File: src/rtl/btn_event.sv
// btn_event: debounced push-button event generator.
//
// The raw active-low button is synchronised into the clk domain and sampled
// once per prescaler tick. A level change is accepted only after DB_TICKS
// consecutive disagreeing ticks. Once the press is accepted, the block emits a
// single long-press pulse after HOLD_TICKS ticks and then an auto-repeat pulse
// every RPT_TICKS ticks until the release is accepted.
//
// Ports
//   clk        in   system clock (single clock domain)
//   rst_n      in   asynchronous active-low reset
//   i_sw       in   raw push-button, active-low, asynchronous, may bounce
//   o_level    out  debounced button state, 1 = pressed
//   o_press    out  one-clk pulse when a press is accepted
//   o_release  out  one-clk pulse when a release is accepted
//   o_long     out  one-clk pulse, once per press, when the hold reaches HOLD_TICKS
//   o_repeat   out  one-clk auto-repeat pulse while held past HOLD_TICKS
module btn_event #(
  parameter int TICK_DIV   = 50000,
  parameter int DB_TICKS   = 20,
  parameter int HOLD_TICKS = 1000,
  parameter int RPT_TICKS  = 200
) (
  input  logic clk,
  input  logic rst_n,
  input  logic i_sw,
  output logic o_level,
  output logic o_press,
  output logic o_release,
  output logic o_long,
  output logic o_repeat
);

  localparam int PW   = (TICK_DIV > 1) ? $clog2(TICK_DIV) : 1;
  localparam int DW   = (DB_TICKS > 1) ? $clog2(DB_TICKS + 1) : 1;
  localparam int HMAX = (HOLD_TICKS > RPT_TICKS) ? HOLD_TICKS : RPT_TICKS;
  localparam int HW   = (HMAX > 1) ? $clog2(HMAX + 1) : 1;

  typedef enum logic [1:0] {
    IDLE,
    HELD,
    RPT
  } state_t;

  // Synchroniser resets to the released level (i_sw = 1).
  logic [1:0]    sync_q;
  logic          sw_s;

  logic [PW-1:0] pre_q, pre_d;
  logic          tick;

  logic [DW-1:0] db_q, db_d;
  logic          level_q, level_d;
  logic          rise, fall;

  state_t        state_q, state_d;
  logic [HW-1:0] hold_q, hold_d;

  logic          press_q, release_q, long_q, rpt_q;
  logic          long_d, rpt_d;

  always_ff @(posedge clk or negedge rst_n) begin
    if (!rst_n) begin
      sync_q <= '1;
    end else begin
      sync_q <= {sync_q[0], i_sw};
    end
  end

  assign sw_s = ~sync_q[1];

  // Prescaler
  assign tick = (pre_q == PW'(TICK_DIV - 1));

  always_comb begin
    pre_d = pre_q + 1'b1;
    if (tick) begin
      pre_d = '0;
    end
  end

  // Debounce: the counter only ever reaches DB_TICKS-1; the tick that would
  // bring it to DB_TICKS toggles the level and clears it instead.
  always_comb begin
    db_d    = db_q;
    level_d = level_q;
    rise    = 1'b0;
    fall    = 1'b0;
    if (tick) begin
      if (sw_s != level_q) begin
        if (db_q == DW'(DB_TICKS - 1)) begin
          db_d    = '0;
          level_d = ~level_q;
          rise    = sw_s;
          fall    = ~sw_s;
        end else begin
          db_d = db_q + 1'b1;
        end
      end else begin
        db_d = '0;
      end
    end
  end

  // Hold / repeat FSM. An accepted release is checked before the expiry
  // tests so that a release on the expiry tick suppresses o_long/o_repeat.
  always_comb begin
    state_d = state_q;
    hold_d  = hold_q;
    long_d  = 1'b0;
    rpt_d   = 1'b0;
    case (state_q)
      IDLE: begin
        if (rise) begin
          state_d = HELD;
          hold_d  = '0;
        end
      end
      HELD: begin
        if (fall) begin
          state_d = IDLE;
          hold_d  = '0;
        end else if (tick) begin
          if (hold_q == HW'(HOLD_TICKS - 1)) begin
            long_d  = 1'b1;
            rpt_d   = 1'b1;
            state_d = RPT;
            hold_d  = '0;
          end else begin
            hold_d = hold_q + 1'b1;
          end
        end
      end
      RPT: begin
        if (fall) begin
          state_d = IDLE;
          hold_d  = '0;
        end else if (tick) begin
          if (hold_q == HW'(RPT_TICKS - 1)) begin
            rpt_d  = 1'b1;
            hold_d = '0;
          end else begin
            hold_d = hold_q + 1'b1;
          end
        end
      end
      default: begin
        state_d = IDLE;
        hold_d  = '0;
      end
    endcase
  end

  always_ff @(posedge clk or negedge rst_n) begin
    if (!rst_n) begin
      pre_q     <= '0;
      db_q      <= '0;
      level_q   <= 1'b0;
      state_q   <= IDLE;
      hold_q    <= '0;
      press_q   <= 1'b0;
      release_q <= 1'b0;
      long_q    <= 1'b0;
      rpt_q     <= 1'b0;
    end else begin
      pre_q     <= pre_d;
      db_q      <= db_d;
      level_q   <= level_d;
      state_q   <= state_d;
      hold_q    <= hold_d;
      press_q   <= rise;
      release_q <= fall;
      long_q    <= long_d;
      rpt_q     <= rpt_d;
    end
  end

  assign o_level   = level_q;
  assign o_press   = press_q;
  assign o_release = release_q;
  assign o_long    = long_q;
  assign o_repeat  = rpt_q;

endmodule

File: config.mk
export PLATFORM = sky130hd
export DESIGN_NAME = btn_event
export DESIGN_NICKNAME = d
export VERILOG_FILES = /design/src/rtl/btn_event.sv
export SDC_FILE = /design/constraint.sdc
export NUM_CORES = 1
export LEC_CHECK = 0
export ABC_AREA = 1
export BUFFER_PORTS_ARGS = -buffer_cell sky130_fd_sc_hd__clkbuf_2
export CORE_UTILIZATION = 55
export CTS_CLUSTER_DIAMETER = 80
export DETAILED_ROUTE_END_ITERATION = 10
export GPL_TIMING_DRIVEN = 0
export MAX_ROUTING_LAYER = met4
export PLACE_DENSITY = 0.75
export SLEW_MARGIN = 20
export SYNTH_ARGS = -nofsm -noshare
export SYNTH_HDL_FRONTEND = slang
export SYNTH_SLANG_ARGS = --single-unit
File: constraint.sdc
create_clock -name clk -period 1.7 [get_ports clk]
set_clock_uncertainty 0.2 [all_clocks]
set_input_delay 0.17 -clock clk [delete_from_list [all_inputs] [get_ports clk]]
set_output_delay 0.17 -clock clk [all_outputs]
set_load 0.05 [all_outputs]
==> results.py <==
metrics = {
    "setup_path": {
        "critPathBufInv": 0,
        "critPathRequiredTime_ps": 1670,
        "cp_top_family": "simple AND/OR/NAND/NOR gates",
        "crit_chain": "ha_4, nand3_4, nor4_1, nand3_1, nand2_1, o21ai_0",
        "cpPeakStageDelay_ps": 600,
        "critPathLaunchType": "flip-flop",
        "worstSetupPathType": "reg2reg",
        "cp-end-kind": "flip-flop",
        "critPathMaxFanout": 4,
        "worst_path_max_delay_cell": "nor4_1",
        "critPathArrivalTime_ps": 1920,
    },
    "power": {
        "combPwrFrac_pct": 1.7,
        "power_mw": 1.83,
        "pwr-share-seq_pct": 52.3,
        "switchingPower_uw": 350,
        "internal_power_mw": 1.48,
        "switching_share_pct": 19.1,
        "power.density_nw_per_um2": 611,
        "p_leak_nw": 1.47,
        "clkPwrFrac_pct": 46.1,
        "max-vdd-ir-drop_mv": 0.508,
    },
    "synthesis": {
        "synth_ff_type": "dfrtp_1",
        "ys_async_sr_fraction_pct": 100,
        "synth_xor_area_share_pct": 4.19,
        "muxShareOfSynthArea_pct": 0,
        "synth_seq_cells": 40,
        "synthCells": 300,
        "synthAdderAreaFrac_pct": 3.27,
        "synth_edf_count": 0,
        "synth_nets": 309,
        "synth_top_family_by_area": "simple AND/OR/NAND/NOR gates",
        "netlist_area_um2": 2300,
        "synth_compound_area_share_pct": 5.39,
        "ys_types": 31,
        "seq_area_frac_synth_pct": 43.7,
        "synthSimpleGateAreaFrac_pct": 34.6,
        "avgSynthCellArea_um2": 7.66,
        "yosys_warnings": 0,
    },
    "clocking": {
        "clockBufferDepth": 2,
        "cts.htree.levels": 2,
        "cts_tree": "yes",
        "cts_inserted_buffers": 5,
        "cts_root_buffer": "clkbuf_8",
        "clock_sinks": 40,
        "clk_pin_slew_ps": 80,
        "clk_latency_ps": 290,
    },
    "route": {
        "wl_mm": 5.59,
        "drc_errors": 0,
        "dr.pass1.iters": 4,
        "via_count": 2095,
        "drt-initial-drc-count": 178,
        "viasPerCell": 5.36,
        "postRouteAntennaNets": 0,
        "avgRoutedWirePerCell_um": 14.3,
    },
    "place": {
        "dpl-instance-area_um2": 2440,
        "gp_congestion": 0.851,
        "io_buffers": 7,
        "dp_hpwl_mm": 3.14,
    },
    "cells_and_area": {
        "drive_gt1_share_pct": 31.1,
        "final_area_um2": 2990,
        "multi_input_area_um2": 1340,
        "diodes": 0,
        "n_fill_cell": 273,
        "num-nets-final": 349,
        "ff_latch_area_um2": 1010,
        "area_growth_pct": 30.3,
    },
    "sta": {
        "timing.hold.ws_ps": 164,
        "slew-limit-headroom_pct": 40.2,
        "rsz0062_at_grt": "true",
        "hold_violations": 0,
        "finalCritPeriodShare_pct": 115,
        "timing.fmax_ghz": 0.513,
        "period_needed_ps": 1950,
        "layout_setup_ws_ps": -250,
        "tightest_slew_ps": 897,
        "setup_viol_count_final": 22,
        "final_max_slew_viol_count": 0,
    },
    "die": {
        "die_w_um": 66.6,
        "die_h_um": 66.6,
        "io_pins": 8,
        "core-area_um2": 4000,
        "start_util_pct": 57.4,
        "die_area_um2": 4440,
        "fp-row-count": 23,
    },
    "global_route": {
        "antenna_found_initial": 0,
        "grt_pass1_vias": 1921,
        "grt_pass1_wl_mm": 8.30,
        "track_usage_pct": 25.2,
        "gr-total-overflow": 0,
        "grt_max_degree": 41,
    },
    "outcome": {
        "status": "finished with violations",
        "violations": "negative setup slack",
    },
    "hold_path": {
        "hp-class": "reg2reg",
    },
    "job": {
        "drv_cap": 0,
    },
}
[path summary, 6_finish.rpt]
path,start,slack [ps],end,cells after the start
worst max register to register,pre_q[1],-250,o_level,6
worst min register to register,sync_q[0],160,sync_q[1],0
worst max-delay path,pre_q[1],-250,o_level,6
min in group asynchronous,rst_n,340,pre_q[11],2
max in group asynchronous,rst_n,330,hold_q[0],2
worst min-delay path,sync_q[0],160,sync_q[1],0
[per-layer routing]
metal	vias up	global-route usage (%)	share of wire, %
met2	52	43.3	51
met4	0	6.91	2.2
met3	14	3.94	3.5
li1	1039	-	-
met5	-	-	0
met1	990	30.7	43
[cell families after synthesis]
family	count (synthesis)
xor gates and xnor gates	11
DFF	40
AOI/OAI and AO/OA	21
adders and majority gates	6
and+or+nand+nor	172
buffers and inverters	50
[cell usage in the layout (no fill, tap or decap), types with 3 or more instances in the layout]
cell	Yosys	layout
o21ai_0	11	5
nand3b_1	3	3
nor2_2	4	5
nand2_4	2	4
nand2_1	72	66
buf_6	2	4
o21ai_1	0	5
nand3_1	35	21
inv_2	3	4
nand2_2	3	7
clkbuf_8	0	7
nand3_2	1	11
dfrtp_1	38	35
nor2_1	32	24
inv_1	42	38
buf_4	0	23
a21oi_1	6	5
clkbuf_2	1	7
ha_1	6	4
xor2_1	8	8
nor3_1	5	3
dfrtp_2	0	3
nor2_4	2	9
nand3_4	0	4
nand4_1	8	8
[synthesized netlist by cell type (all sizes together), types with 5 or more instances]
cell,count,area (µm²)
nand2,77,312
inv,45,169
dfrtp,38,951
nor2,38,168
nand3,36,185
o21ai,11,55.1
nand4,8,50.1
xor2,8,70.1
a21oi,7,46.3
ha,6,75.1
nor3,5,25.0
[cell type report]
class / count / area share, %
repair buffers: 34 / 8.36
clock buffers: 7 / 3.22
multi-input cells: 210 / 44.7
flip-flops and latches: 40 / 33.6
clock inverters: 1 / 1.00
well taps: 50 / 2.09
plain buffers: 3 / 0.919
inverters: 46 / 6.10
[repair_timing]
item	CTS	global route
pin swaps	12	8
hold endpoints to repair	39	0
setup endpoints to repair	22	30
gates resized for setup	30	33
hold buffers	2	0
buffers inserted	17	7
gates cloned	1	0
[flip-flops by register name, summed over array words and instances (netlist names)]
| signal | count |
|---|---|
| pre_q | 16 |
| hold_q | 10 |
| o_long | 1 |
| db_q | 5 |
| o_level | 1 |
| state_q | 2 |
| sync_q | 2 |
| o_release | 1 |
| o_press | 1 |
| o_repeat | 1 |
[power by group through the flow]
| stage | Clock [mW] | Combinational [mW] | Sequential, mW |
|---|---|---|---|
| floorplan | 0 | 0.00219 | 0.975 |
| global placement | 0 | 0.0234 | 0.976 |
| detailed placement | 0 | 0.0239 | 0.976 |
| CTS | 0.855 | 0.0299 | 0.957 |
| global route | 0.902 | 0.0357 | 0.957 |
| finish | 0.843 | 0.0306 | 0.957 |
[stage by stage]
| step | instances | util [%] | TNS, ps | setup WS (ps) |
|---|---|---|---|---|
| 6_report | 391 | 74.9 | -2990 | -250 |
| 5_1_grt | 391 | 74.9 | -5160 | -435 |
| 4_1_cts | 384 | 70.1 | -1630 | -139 |
| 3_5_place_dp | 357 | 61.0 | -2640 | -218 |
| 3_3_place_gp | 357 | 61.0 | -2160 | -178 |
| 2_1_floorplan | 300 | - | 0 | 9.98 |
(Power assumes the default switching activity.)
